[src/rtl/reorder_buffer_pkg.sv]
// Shared widths and the entry record for the reorder buffer, dispatcher and rename table.
package reorder_buffer_pkg;

   localparam int ROB_WIDTH_DEF = 3;
   localparam int REG_ID_W      = 5;
   localparam int XLEN          = 32;

   // One in-flight instruction: allocated, result captured, destination register
   typedef struct packed {
      logic                valid;
      logic                ready;
      logic [REG_ID_W-1:0] rd;
      logic [XLEN-1:0]     val;
   } rob_entry_t;

   localparam rob_entry_t ROB_ENTRY_EMPTY = '{valid: 1'b0, ready: 1'b0, rd: '0, val: '0};

endpackage

[src/rtl/reorder_buffer_query_port.sv]
// Operand lookup for the dispatcher: tag -> ready/value, forwarding a same-cycle writeback.
module rob_query_port
   import reorder_buffer_pkg::*;
#(
   parameter int ROB_WIDTH = ROB_WIDTH_DEF
) (
   input  logic [ROB_WIDTH-1:0]                 i_query_id,
   input  logic                                 i_wb_valid,
   input  logic [ROB_WIDTH-1:0]                 i_wb_rob_id,
   input  logic [XLEN-1:0]                      i_wb_val,
   input  logic [(2**ROB_WIDTH)-1:0]            i_valid,
   input  logic [(2**ROB_WIDTH)-1:0]            i_ready,
   input  logic [(2**ROB_WIDTH)-1:0][XLEN-1:0]  i_val,
   output logic                                 o_rdy,
   output logic [XLEN-1:0]                      o_val
);

   logic            w_sel_valid;
   logic            w_sel_ready;
   logic [XLEN-1:0] w_sel_val;
   logic            w_bypass;

   // Select the queried entry; a dead entry reports nothing, a live one prefers the bus value
   always_comb begin
      w_sel_valid = i_valid[i_query_id];
      w_sel_ready = i_ready[i_query_id];
      w_sel_val   = i_val[i_query_id];
      w_bypass    = i_wb_valid && (i_wb_rob_id == i_query_id) && w_sel_valid;
      o_rdy       = 1'b0;
      o_val       = '0;
      if (w_sel_valid) begin
         o_rdy = w_sel_ready | w_bypass;
         o_val = w_bypass ? i_wb_val : w_sel_val;
      end
   end

endmodule

[src/rtl/reorder_buffer.sv]
// In-order retirement buffer feeding RegisterFile: allocate, capture writebacks, commit the head.
module reorder_buffer
   import reorder_buffer_pkg::*;
#(
   parameter int ROB_WIDTH = ROB_WIDTH_DEF
) (
   input  logic                 clk_in,
   input  logic                 rst_in,
   input  logic                 rdy_in,
   input  logic                 flush_in,
   input  logic                 issue_valid,
   input  logic [REG_ID_W-1:0]  issue_rd,
   output logic [ROB_WIDTH-1:0] issue_rob_id,
   output logic                 rob_full,
   input  logic                 wb_valid,
   input  logic [ROB_WIDTH-1:0] wb_rob_id,
   input  logic [XLEN-1:0]      wb_val,
   input  logic [ROB_WIDTH-1:0] query_id1,
   input  logic [ROB_WIDTH-1:0] query_id2,
   output logic                 query_rdy1,
   output logic [XLEN-1:0]      query_val1,
   output logic                 query_rdy2,
   output logic [XLEN-1:0]      query_val2,
   output logic [REG_ID_W-1:0]  set_reg_id,
   output logic [XLEN-1:0]      set_val,
   output logic                 commit_valid,
   output logic [ROB_WIDTH-1:0] commit_rob_id
);

   localparam int DEPTH = 2 ** ROB_WIDTH;
   localparam logic [ROB_WIDTH-1:0] PTR_ONE  = ROB_WIDTH'(1);
   localparam logic [ROB_WIDTH:0]   CNT_ONE  = (ROB_WIDTH+1)'(1);
   localparam logic [ROB_WIDTH:0]   CNT_FULL = (ROB_WIDTH+1)'(DEPTH);

   rob_entry_t            r_entry [DEPTH];
   logic [ROB_WIDTH-1:0]  r_head;
   logic [ROB_WIDTH-1:0]  r_tail;
   logic [ROB_WIDTH:0]    r_count;
   logic [REG_ID_W-1:0]   r_set_reg_id;
   logic [XLEN-1:0]       r_set_val;
   logic                  r_commit_valid;
   logic [ROB_WIDTH-1:0]  r_commit_rob_id;

   logic                         w_full;
   logic                         w_issue;
   logic                         w_commit;
   logic                         w_wb;
   logic [DEPTH-1:0]             w_valid_vec;
   logic [DEPTH-1:0]             w_ready_vec;
   logic [DEPTH-1:0][XLEN-1:0]   w_val_vec;

   // Decide this edge's events from registered state only; full uses the pre-edge count
   always_comb begin
      w_full   = (r_count == CNT_FULL);
      w_issue  = issue_valid && !w_full;
      w_commit = r_entry[r_head].valid && r_entry[r_head].ready;
      w_wb     = wb_valid && r_entry[wb_rob_id].valid;
   end

   // Flatten entry fields so each query port can index them as plain vectors
   always_comb begin
      w_valid_vec = '0;
      w_ready_vec = '0;
      w_val_vec   = '0;
      for (int i = 0; i < DEPTH; i++) begin
         w_valid_vec[i] = r_entry[i].valid;
         w_ready_vec[i] = r_entry[i].ready;
         w_val_vec[i]   = r_entry[i].val;
      end
   end

   // Entry storage: writeback marks ready, commit clears head, issue claims tail; flush wipes all
   always_ff @(posedge clk_in or negedge rst_in) begin
      if (!rst_in) begin
         for (int i = 0; i < DEPTH; i++) begin
            r_entry[i] <= ROB_ENTRY_EMPTY;
         end
      end else if (rdy_in) begin
         if (flush_in) begin
            for (int i = 0; i < DEPTH; i++) begin
               r_entry[i] <= ROB_ENTRY_EMPTY;
            end
         end else begin
            if (w_wb) begin
               r_entry[wb_rob_id].ready <= 1'b1;
               r_entry[wb_rob_id].val   <= wb_val;
            end
            if (w_commit) begin
               r_entry[r_head] <= ROB_ENTRY_EMPTY;
            end
            if (w_issue) begin
               r_entry[r_tail] <= '{valid: 1'b1, ready: 1'b0, rd: issue_rd, val: '0};
            end
         end
      end
   end

   // Head/tail pointers wrap naturally; occupancy nets out a simultaneous issue and commit
   always_ff @(posedge clk_in or negedge rst_in) begin
      if (!rst_in) begin
         r_head  <= '0;
         r_tail  <= '0;
         r_count <= '0;
      end else if (rdy_in) begin
         if (flush_in) begin
            r_head  <= '0;
            r_tail  <= '0;
            r_count <= '0;
         end else begin
            if (w_commit) begin
               r_head <= r_head + PTR_ONE;
            end
            if (w_issue) begin
               r_tail <= r_tail + PTR_ONE;
            end
            case ({w_issue, w_commit})
               2'b10:   r_count <= r_count + CNT_ONE;
               2'b01:   r_count <= r_count - CNT_ONE;
               default: r_count <= r_count;
            endcase
         end
      end
   end

   // Commit port to RegisterFile; stall edges leave it untouched so each write lands once
   always_ff @(posedge clk_in or negedge rst_in) begin
      if (!rst_in) begin
         r_set_reg_id    <= '0;
         r_set_val       <= '0;
         r_commit_valid  <= 1'b0;
         r_commit_rob_id <= '0;
      end else if (rdy_in) begin
         if (!flush_in && w_commit) begin
            r_set_reg_id    <= r_entry[r_head].rd;
            r_set_val       <= r_entry[r_head].val;
            r_commit_valid  <= 1'b1;
            r_commit_rob_id <= r_head;
         end else begin
            r_set_reg_id   <= '0;
            r_commit_valid <= 1'b0;
         end
      end
   end

   assign issue_rob_id  = r_tail;
   assign rob_full      = w_full;
   assign set_reg_id    = r_set_reg_id;
   assign set_val       = r_set_val;
   assign commit_valid  = r_commit_valid;
   assign commit_rob_id = r_commit_rob_id;

   rob_query_port #(.ROB_WIDTH(ROB_WIDTH)) u_query1 (
      .i_query_id  (query_id1),
      .i_wb_valid  (wb_valid),
      .i_wb_rob_id (wb_rob_id),
      .i_wb_val    (wb_val),
      .i_valid     (w_valid_vec),
      .i_ready     (w_ready_vec),
      .i_val       (w_val_vec),
      .o_rdy       (query_rdy1),
      .o_val       (query_val1)
   );

   rob_query_port #(.ROB_WIDTH(ROB_WIDTH)) u_query2 (
      .i_query_id  (query_id2),
      .i_wb_valid  (wb_valid),
      .i_wb_rob_id (wb_rob_id),
      .i_wb_val    (wb_val),
      .i_valid     (w_valid_vec),
      .i_ready     (w_ready_vec),
      .i_val       (w_val_vec),
      .o_rdy       (query_rdy2),
      .o_val       (query_val2)
   );

endmodule

[config.mk]
export PLATFORM = sky130hd
export DESIGN_NAME = reorder_buffer
export DESIGN_NICKNAME = d
export VERILOG_FILES = /design/src/rtl/reorder_buffer_pkg.sv /design/src/rtl/reorder_buffer_query_port.sv /design/src/rtl/reorder_buffer.sv
export SDC_FILE = /design/constraint.sdc
export NUM_CORES = 1
export LEC_CHECK = 0
export CAP_MARGIN = 20
export CORE_ASPECT_RATIO = 0.6
export CORE_MARGIN = 1
export CORE_UTILIZATION = 30
export DETAILED_ROUTE_END_ITERATION = 16
export PLACE_DENSITY = 0.44
export SLEW_MARGIN = 20
export SYNTH_ARGS = -nofsm -noshare
export SYNTH_HDL_FRONTEND = slang
export SYNTH_SLANG_ARGS = --single-unit
[constraint.sdc]
create_clock -name clk_in -period 5.43 [get_ports clk_in]
set_clock_uncertainty 0.05 [all_clocks]
set_input_delay 0.543 -clock clk_in [delete_from_list [all_inputs] [get_ports clk_in]]
set_output_delay 0.543 -clock clk_in [all_outputs]
set_load 0.005 [all_outputs]
* After elaboration in Yosys (flattened, before gate mapping) *
Cells that the tools add are included.

word-level totals
  bits in registers = 363

operators by class
  $add $sub $neg = 4
  $lt $le $gt $ge = 8
  equality and inequality tests = 5
  multiplexer cells = 51
  bitwise operators = 7
  reductions and logical operators = 20

operators by type and width
  kind                                                                  count
  312-bit 2-to-1 mux                                                    8
  312-bit bitwise mux                                                   3
  39-bit demux with 3-bit select                                        4
  312-bit bitwise AND                                                   1
  312-bit inverter                                                      1
  39-bit binary-select mux with 3-bit select                            2
  39-bit 2-to-1 mux                                                     6
  32-bit 2-to-1 mux                                                     7
  32-bit binary-select mux with 3-bit select                            2
  38-bit 2-to-1 mux                                                     1
  1-bit binary-select mux with 3-bit select                             4
  4-bit greater-or-equal comparator, second input constant              3
  4-bit by 1-bit < comparator with 1-bit output, second input constant  3
  3-bit 2-to-1 mux                                                      4
  3-bit inverter with 4-bit output                                      3
  1-bit logical AND                                                     11
  3-bit by 4-bit < comparator with 1-bit output, second input constant  2
  4-bit case mux with 2 select lines                                    1
  2-bit AND reduction                                                   4
  1-bit 2-to-1 mux                                                      7
  3-bit by 1-bit adder with 3-bit output, second input constant         2
  3-bit == test                                                         2
  5-bit 2-to-1 mux                                                      1
  4-bit by 1-bit adder with 4-bit output, second input constant         1
  9 further kinds                                                       12

* Longest topological paths before layout *
  depth in word-level cells = 17
  depth in mapped cells = 13

* By module *
A second synthesis with hierarchy kept.

second synthesis, totals
  cell total of the unflattened synthesis = 1691
  area total of the unflattened synthesis = 21227.9 sq um

modules (own cells, without submodules)
  module          times used  cells an instance  area each (sq um)  sequential area each (sq um)
  reorder_buffer  1           1289               16203.0            9083.7
  rob_query_port  2           201                2512.4             0.0

* Worst setup path after synthesis *
No wires, ideal clock.

  path type = reg-to-reg
  start point = register r_head[0]
  end point = register r_count[3]
  setup time = 83 ps
  arrival = 2719 ps
  required time = 5297 ps
  setup slack = 2578 ps
  cell stages (with the launch flop) = 13
  cells stage by stage = dfrtp_1 > buf_2 > mux4_2 > mux2i_4 > a31oi_2 > buf_2 > and2_1 > ha_1 > o21a_1 > nor3_1 > mux2i_1 > or3_1 > o21ai_0

on the way
  cells in the longest elaborated chain, start to end = 8
  elaborated cells between the ends (all ways) = 11

RTL lines
  element                                                                    line                   RTL
  from (decl)                                                                reorder_buffer.sv:36   logic [ROB_WIDTH-1:0] r_head;
  from (signal assigned)                                                     reorder_buffer.sv:111  r_head <= r_head + PTR_ONE;
  3-bit inverter with 4-bit output (implied by the code) (*)                 reorder_buffer.sv:56   w_commit = r_entry[r_head].valid && r_entry[r_head].ready;
  39-bit binary-select mux with 3-bit select (*)                             reorder_buffer.sv:56
  39-bit 2-to-1 mux (*) (2 in a row)                                         --
  1-bit logical AND (*)                                                      reorder_buffer.sv:56
  2-bit by 1-bit == test with 1-bit output or 2-bit == test (tied branches)  reorder_buffer.sv:116  case ({w_issue, w_commit})
  4-bit case mux with 2 select lines or 3-bit nonzero test (tied branches)   --
  4-bit 2-to-1 mux or 2-bit AND reduction (tied branches)                    --
  to (signal assigned)                                                       reorder_buffer.sv:117  2'b10: r_count <= r_count + CNT_ONE;
  to (signal assigned)                                                       reorder_buffer.sv:118  2'b01: r_count <= r_count - CNT_ONE;
  to (signal assigned)                                                       reorder_buffer.sv:119  default: r_count <= r_count;
  to (decl)                                                                  reorder_buffer.sv:38   logic [ROB_WIDTH:0] r_count;

Every way passes the cells marked *; elsewhere a longest branch is shown, timed or not. The select of a mux whose other input is x is not followed.
A chain may end at the register's enable or synchronous reset.

* Worst setup path in the final report *
  start point = input query_id1[0]
  end point = output query_val1[22]

on the way
  cells in the longest elaborated chain, start to end = 5
  elaborated cells between the ends (all ways) = 9

RTL lines
  element                                                                      line                                                              RTL
  from (decl)                                                                  reorder_buffer.sv:18                                              input logic [ROB_WIDTH-1:0] query_id1,
  1-bit binary-select mux with 3-bit select or 3-bit == test (tied branches)   reorder_buffer_query_port.sv:25, reorder_buffer_query_port.sv:28
  1-bit 2-to-1 mux (implied by the code) or 1-bit logical AND (tied branches)  reorder_buffer_query_port.sv:25, reorder_buffer_query_port.sv:28
  1-bit logical AND                                                            reorder_buffer_query_port.sv:28                                   w_bypass = i_wb_valid && (i_wb_rob_id == i_query_id) && w_sel_valid;
  32-bit 2-to-1 mux                                                            reorder_buffer_query_port.sv:33                                   o_val = w_bypass ? i_wb_val : w_sel_val;
  32-bit 2-to-1 mux (*)                                                        reorder_buffer_query_port.sv:31                                   if (w_sel_valid) begin
  to (decl)                                                                    reorder_buffer.sv:21                                              output logic [XLEN-1:0] query_val1,

Marked as above.

==> Implementation_results.wiki <==
{| class="wikitable"
! Metric !! Value
|-
| Vias in the first global route || 16800
|-
| Clock tree from TritonCTS || built
|-
| Number of levels the H-tree was split into || 2
|-
| Clock-pin slew of the registers on the worst-case setup and hold paths || 0.06 ns
|-
| Root cell of the clock tree || sky130_fd_sc_hd__clkbuf_16
|-
| Number of top-level design ports || 163
|-
| Post-route DRC || 0
|-
| List of most frequent post-synthesis cells || sky130_fd_sc_hd__dfrtp_1, sky130_fd_sc_hd__a22o_1, sky130_fd_sc_hd__mux4_2, sky130_fd_sc_hd__clkbuf_1, sky130_fd_sc_hd__nor2_1
|-
| Post-synth ARST share || 1.00
|-
| FP Rows || between 70 and 80
|-
| Critical path class || in -> out
|-
| Total iterations of the first detailed-routing run || 5
|-
| Net count, final || roughly 1800
|-
| Violation count after the first detailed-route iteration || 1936
|-
| Data arrival, critical path || approximately 3.3 ns
|-
| Setup Total Neg Slack || 0 ns
|-
| Max clock buf depth || 3
|-
| Leading post-synthesis cells by cell area || sky130_fd_sc_hd__dfrtp_1, sky130_fd_sc_hd__mux4_2, sky130_fd_sc_hd__a22o_1, sky130_fd_sc_hd__mux2i_1, sky130_fd_sc_hd__clkbuf_1
|-
| Top achievable clock speed || ~260 MHz
|-
| Hold WC Path Type || reg -> reg
|-
| Total setup buffers inserted after CTS || 0
|-
| Required time of the critical path || between 4 and 5 ns
|-
| Bufs and invs on worst path || 3
|-
| Worst Path Max Fanout || 27
|-
| Number of hold violations in the final report || 0
|-
| Final cell utilization of the core || 0.365
|-
| Number of antenna violations at the first check in global routing || 3
|-
| Mapped Cells || 1681
|-
| Dominant cell by count in the synthesized netlist || sky130_fd_sc_hd__dfrtp_1
|-
| Maximum capacitance violations || 0
|-
| Wire length of the first global-routing pass || approximately 120 mm
|-
| Total wire length || between 80 and 90 mm
|-
| Core box area || approximately 0.067 mm²
|-
| Total power divided by cell area || between 200 and 300 mW/mm²
|-
| Most used flip-flop cell after synthesis || sky130_fd_sc_hd__dfrtp_1
|-
| Clock sink count || around 360
|-
| Ratio of cells with drive above 1 in the final layout || 0.185
|-
| Die width || 339 µm
|-
| Maximum number of pins on one net before global-route repair || 118
|-
| Library cells used by synthesis || 62
|-
| Period utilization || 0.711
|-
| Worst-margin pin slew || ~1.2 ns
|-
| Number of routed nets with antenna violations || 0
|-
| Number of resized instances in the post-cts repair step || 0
|-
| WL per Instance || ~32 µm
|-
| Yosys warning total || 0
|-
| Height of the chip || 204 µm
|-
| Area of the mapped netlist || 0.0204 mm²
|-
| Final count of pins violating max slew || 0
|-
| Starting utilization of the core area || 0.306
|-
| Total die area || around 0.069 mm²
|-
| Longest individual stage delay on the worst path || 0.62 ns
|-
| RD Place Congestion || approximately 0.89
|-
| Share of the synthesized area in the top cell type || 0.445
|-
| Synth Net Count || between 1500 and 2000
|-
| Tot Pwr || 0.00614 W
|-
| Crit path launch type || input port
|-
| Proportion of synthesized chip area in sequential cells || 0.445
|-
| Detailed-placement wirelength estimate || about 50 mm
|-
| Peak VDD IR || 0.000177 V
|-
| Per-cell via count in the routed design || ~6.3
|-
| Diodes inserted || 0
|-
| Cell type with the highest aggregate area in the netlist || sky130_fd_sc_hd__dfrtp_1
|-
| Number of buffers added by the clock tree synthesis step || about 40
|-
| Total global routing track utilization || 0.244
|-
| Critical-path cell list || buf_4 -> buf_4 -> mux4_2 -> mux2i_1 -> a211oi_1 -> clkdlybuf4s50_1
|-
| CP max stage cell || sky130_fd_sc_hd__a211oi_1
|-
| Seq cells post-synth || roughly 360
|-
| Sum of overflow across all layers after global routing || 0
|-
| Element type at the critical path end || primary output
|-
| Most prevalent standard cell on the critical path || sky130_fd_sc_hd__buf_4
|-
| Setup violators final || 0
|-
| Via Count || 16900
|-
| Family with the most delay on the worst path || buffers and inverters
|-
| Post-Syn Area per Cell || between 10 and 15 µm²
|-
| Number of synthesized flops with an enable pin || 0
|-
| RSZ-0062 raised after global routing || false
|-
| Area growth, synth to finish || 19.3%
|-
| Post-layout minimum cycle time || between 3 and 4 ns
|-
| Slew margin rel. || 0.218
|-
| Result of the run || completed
|-
| Leakage power of the design || ~10 nW
|-
| Number of filler cells placed in the layout || ~6400
|-
| Clock latency on the worst-skew pair || around 0.57 ns
|-
| Port bufs || ~160
|}
## metal layers
metal,GRT usage,routed length [µm]
met5,0,13
met4,0.0619,1760
met3,0.0654,7710
met2,0.354,36600
met1,0.358,38700
## area by class of cell
cell class | count | area [µm²] | area share
Clock buffer | 55 | 1160 | 0.0476
Timing Repair Buffer | 229 | 2170 | 0.0891
Multi-Input combinational cell | 1105 | 10600 | 0.436
Clock inverter | 19 | 166 | 0.00684
Inverter | 8 | 30.0 | 0.00123
Tap cell | 900 | 1130 | 0.0463
Sequential cell | 363 | 9080 | 0.373
## kinds of logic (layout without fill, tap and decap cells)
kind of cell / after synthesis / after routing / synth area share
AOI/OAI and AO/OA: 663 / 663 / 0.261
and+or+nand+nor: 205 / 205 / 0.0483
buffers and inverters: 213 / 311 / 0.0435
xor gates and xnor gates: 9 / 9 / 0.00386
muxes: 224 / 224 / 0.196
DFF: 363 / 363 / 0.445
adders and majority gates: 4 / 4 / 0.00245
## cell usage in the layout (no fill, tap or decap), drive strengths merged, types with 7 or more instances in the layout
cell,netlist,routed
buf,69,74
a211oi,67,67
o41ai,7,7
a22o,296,296
a21oi,14,14
o21a,8,8
a31oi,37,37
dfrtp,363,363
clkdlybuf4s50,0,154
a32o,18,18
xnor2,8,8
nor3,12,12
clkbuf,136,55
nor2,84,84
a21o,34,34
nand2,63,63
inv,7,10
a22oi,66,66
mux2i,74,74
clkinv,1,11
mux4,138,138
a221oi,33,33
mux2,12,12
o21ai,52,52
and2,8,8
## where the power goes
part           switching, W  internal, W  leakage (nW)
Combinational      0.000390     0.000162          4.37
Clock               0.00124      0.00160         0.651
Sequential        0.0000247      0.00272          5.07
## repair_timing
action	in CTS	in global routing
hold endpoints to repair	67	0
endpoints found under the setup margin	0	0
hold buffers	1	0
## final timing paths
path | slack [ns] | startpoint | cells after the start | to
min in group asynchronous | 0.48 | rst_in | 2 | r_entry[105]
min reg2reg | 0.43 | r_entry[152] | 2 | r_entry[152]
max | 1.57 | query_id1[0] | 6 | query_val1[22]
min | 0.43 | r_entry[152] | 2 | r_entry[152]
max in group asynchronous | 3.46 | rst_in | 3 | r_entry[120]
max reg2reg | 1.65 | r_head[1] | 7 | r_entry[260]
## sequential cells by signal (all words and copies together), names as in the netlist
| register | flops |
|---|---|
| commit_rob_id | 3 |
| r_head | 3 |
| set_val | 32 |
| r_entry | 312 |
| r_count | 4 |
| issue_rob_id | 3 |
| commit_valid | 1 |
| set_reg_id | 5 |
## worst reg2reg max path: cells and delay by family, from the launching register on
kind            cells  cell delay (ns)
compound gates      5             2.02
flops               1             0.89
mux                 1             0.42
buf+inv             1             0.33
## through the flow
stage | cells | hold WS (ns) | area [µm²] | setup slack, ns
after floorplan | 1681 | 0.197 | 20400 | 2.58
after global placement | 2604 | 0.412 | 23000 | 1.56
after detailed placement | 2604 | 0.416 | 23000 | 1.51
after CTS | 2679 | 0.435 | 24300 | 1.51
after global routing | 2679 | 0.453 | 24300 | 1.39
final | 2679 | 0.434 | 24300 | 1.57
(Power assumes the default switching activity.)
==> edit (same settings) <==
Make the reset (`rst_in`) synchronous in 3 clocked blocks.
--- a/src/rtl/reorder_buffer.sv
+++ b/src/rtl/reorder_buffer.sv
@@ -71,5 +71,5 @@
 
    // Entry storage: writeback marks ready, commit clears head, issue claims tail; flush wipes all
-   always_ff @(posedge clk_in or negedge rst_in) begin
+   always_ff @(posedge clk_in) begin
       if (!rst_in) begin
          for (int i = 0; i < DEPTH; i++) begin
@@ -97,5 +97,5 @@
 
    // Head/tail pointers wrap naturally; occupancy nets out a simultaneous issue and commit
-   always_ff @(posedge clk_in or negedge rst_in) begin
+   always_ff @(posedge clk_in) begin
       if (!rst_in) begin
          r_head  <= '0;
@@ -124,5 +124,5 @@
 
    // Commit port to RegisterFile; stall edges leave it untouched so each write lands once
-   always_ff @(posedge clk_in or negedge rst_in) begin
+   always_ff @(posedge clk_in) begin
       if (!rst_in) begin
          r_set_reg_id    <= '0;
Function: not settled (the Yosys comparison gave no result); the edit may change what the design does.
==> edit against the unedited design <==
Design area increased by 0.93%; routed wire length is 2.8% higher; critical path depth is 1 higher; worst setup slack worse by 290 ps; sequential share of layout area is 5.8 points lower; first-iteration DRC count increased by 6.5%; area after synthesis up 3.0%; non-clock buffer count down 18; sequential cell count is 3 higher; power shrank 3.0%; die area up 3.0%; final cell count increased by 17%; highest routed layer unchanged.
==> edit: results (changes against the unedited design) <==
| Metric | Value |
|---|---|
| Register area share after synthesis | `36.8% (was 44.5%)` |
| DRT Pass-1 Iters | `6 (was 5)` |
| Most used DFF post-synth | `dfxtp_1 (was dfrtp_1)` |
| Via count | `18506 (was 16872)` |
| DP Wirelength | `52000 um (was 50200 um)` |
| Max VDD drop | `0.171 mV (was 0.177 mV)` |
| Total Routed Length | `87200 um (was 84800 um)` |
| First-pass GRT wire length | `127000 um (was 124000 um)` |
| Status | `completed (unchanged)` |
| Adder-cell share of the synthesized area | `0.333% (was 0.245%)` |
| Share of cells above drive strength 1 | `16.2% (was 18.5%)` |
| WP data arrival | `3550 ps (was 3270 ps)` |
| CP Max Fanout | `53 (was 27)` |
| R2R Setup Slk | `1850 ps (was 1650 ps)` |
| Hold Path Origin | `commit_valid$_SDFFE_PN0P_ (was r_entry[152]$_DFFE_PN0P_)` |
| Layout fillers | `6877 (was 6408)` |
| Fraction of registers with async set/reset | `0% (was 100%)` |
| Worst Setup SP | `wb_rob_id[0] (was query_id1[0])` |
| Leakage power | `0.00852 uW (was 0.0101 uW)` |
| Placer Congestion | `0.791 (was 0.886)` |
| Minimum clock period | `4150 ps (was 3860 ps)` |
| Post-synth top cells | `dfxtp_1, nand2_1, a21oi_1, nand3_1, mux4_2 (was dfrtp_1, a22o_1, mux4_2, clkbuf_1, nor2_1)` |
| Initial antenna violation count | `2 (was 3)` |
| Pin count of the biggest net entering global routing | `110 (was 118)` |
| DR WL/cell | `27.8 um (was 31.7 um)` |
| WL met2 | `37300 um (was 36600 um)` |
| Cells after synthesis | `2191 (was 1681)` |
| Tot GR Track Use | `24.1% (was 24.4%)` |
| Compound-Gate Fraction of Synth Area | `12.4% (was 26.1%)` |
| Mux contribution to synthesized area | `27.6% (was 19.6%)` |
| Hold Slack | `400 ps (was 434 ps)` |
| Reg-to-reg endpoint | `r_entry[4][20]$_SDFFE_PP0P_ (was r_entry[260]$_DFFE_PN0P_)` |
| Clock power share | `47.2% (was 46.3%)` |
| Post-Place Setup Slack | `1300 ps (was 1510 ps)` |
| M1 WL | `39000 um (was 38700 um)` |
| Placed cell count | `3061 (was 2604)` |
| Number of global-route vias before repair | `18074 (was 16839)` |
| Net Sw Frac | `25.0% (was 27.0%)` |
| Slowest cell on the critical path | `clkdlybuf4s50_1 (was a211oi_1)` |
| Total power | `5950 uW (was 6140 uW)` |
edit: changes by cell type in the layout (fill, tap and decap cells not counted), sizes merged, moves of 72 or more:
cell   change
a21oi    +258
a22o     -296
dfrtp    -363
dfxtp    +326
mux4      +72
nand2    +259
nand3    +234
edit: area by class of cell:
cell class              instances  area [sq um]  share of cell area (%)
multi-input cells            1563         12300                    50.0
flip-flops and latches        366          7740                    31.5
repair buffers                211          2080                    8.45
well taps                     912          1140                    4.64
clock buffers                  58          1130                    4.60
clock inverters                15           160                   0.652
inverters                       9          33.8                   0.137
diodes                          1          2.50                  0.0102
edit: routing by layer:
layer  up-vias  track usage [%]
met3       149             6.85
li1       8085                -
met1      9315             34.7
met2       955             35.1
met5         -            0.874
met4         2             6.05
edit: kinds of logic after synthesis:
group / after synthesis
buffers and inverters: 262
and+or+nand+nor: 810
DFF: 366
muxes: 318
xor gates and xnor gates: 7
AOI/OAI and AO/OA: 423
adders and majority gates: 5
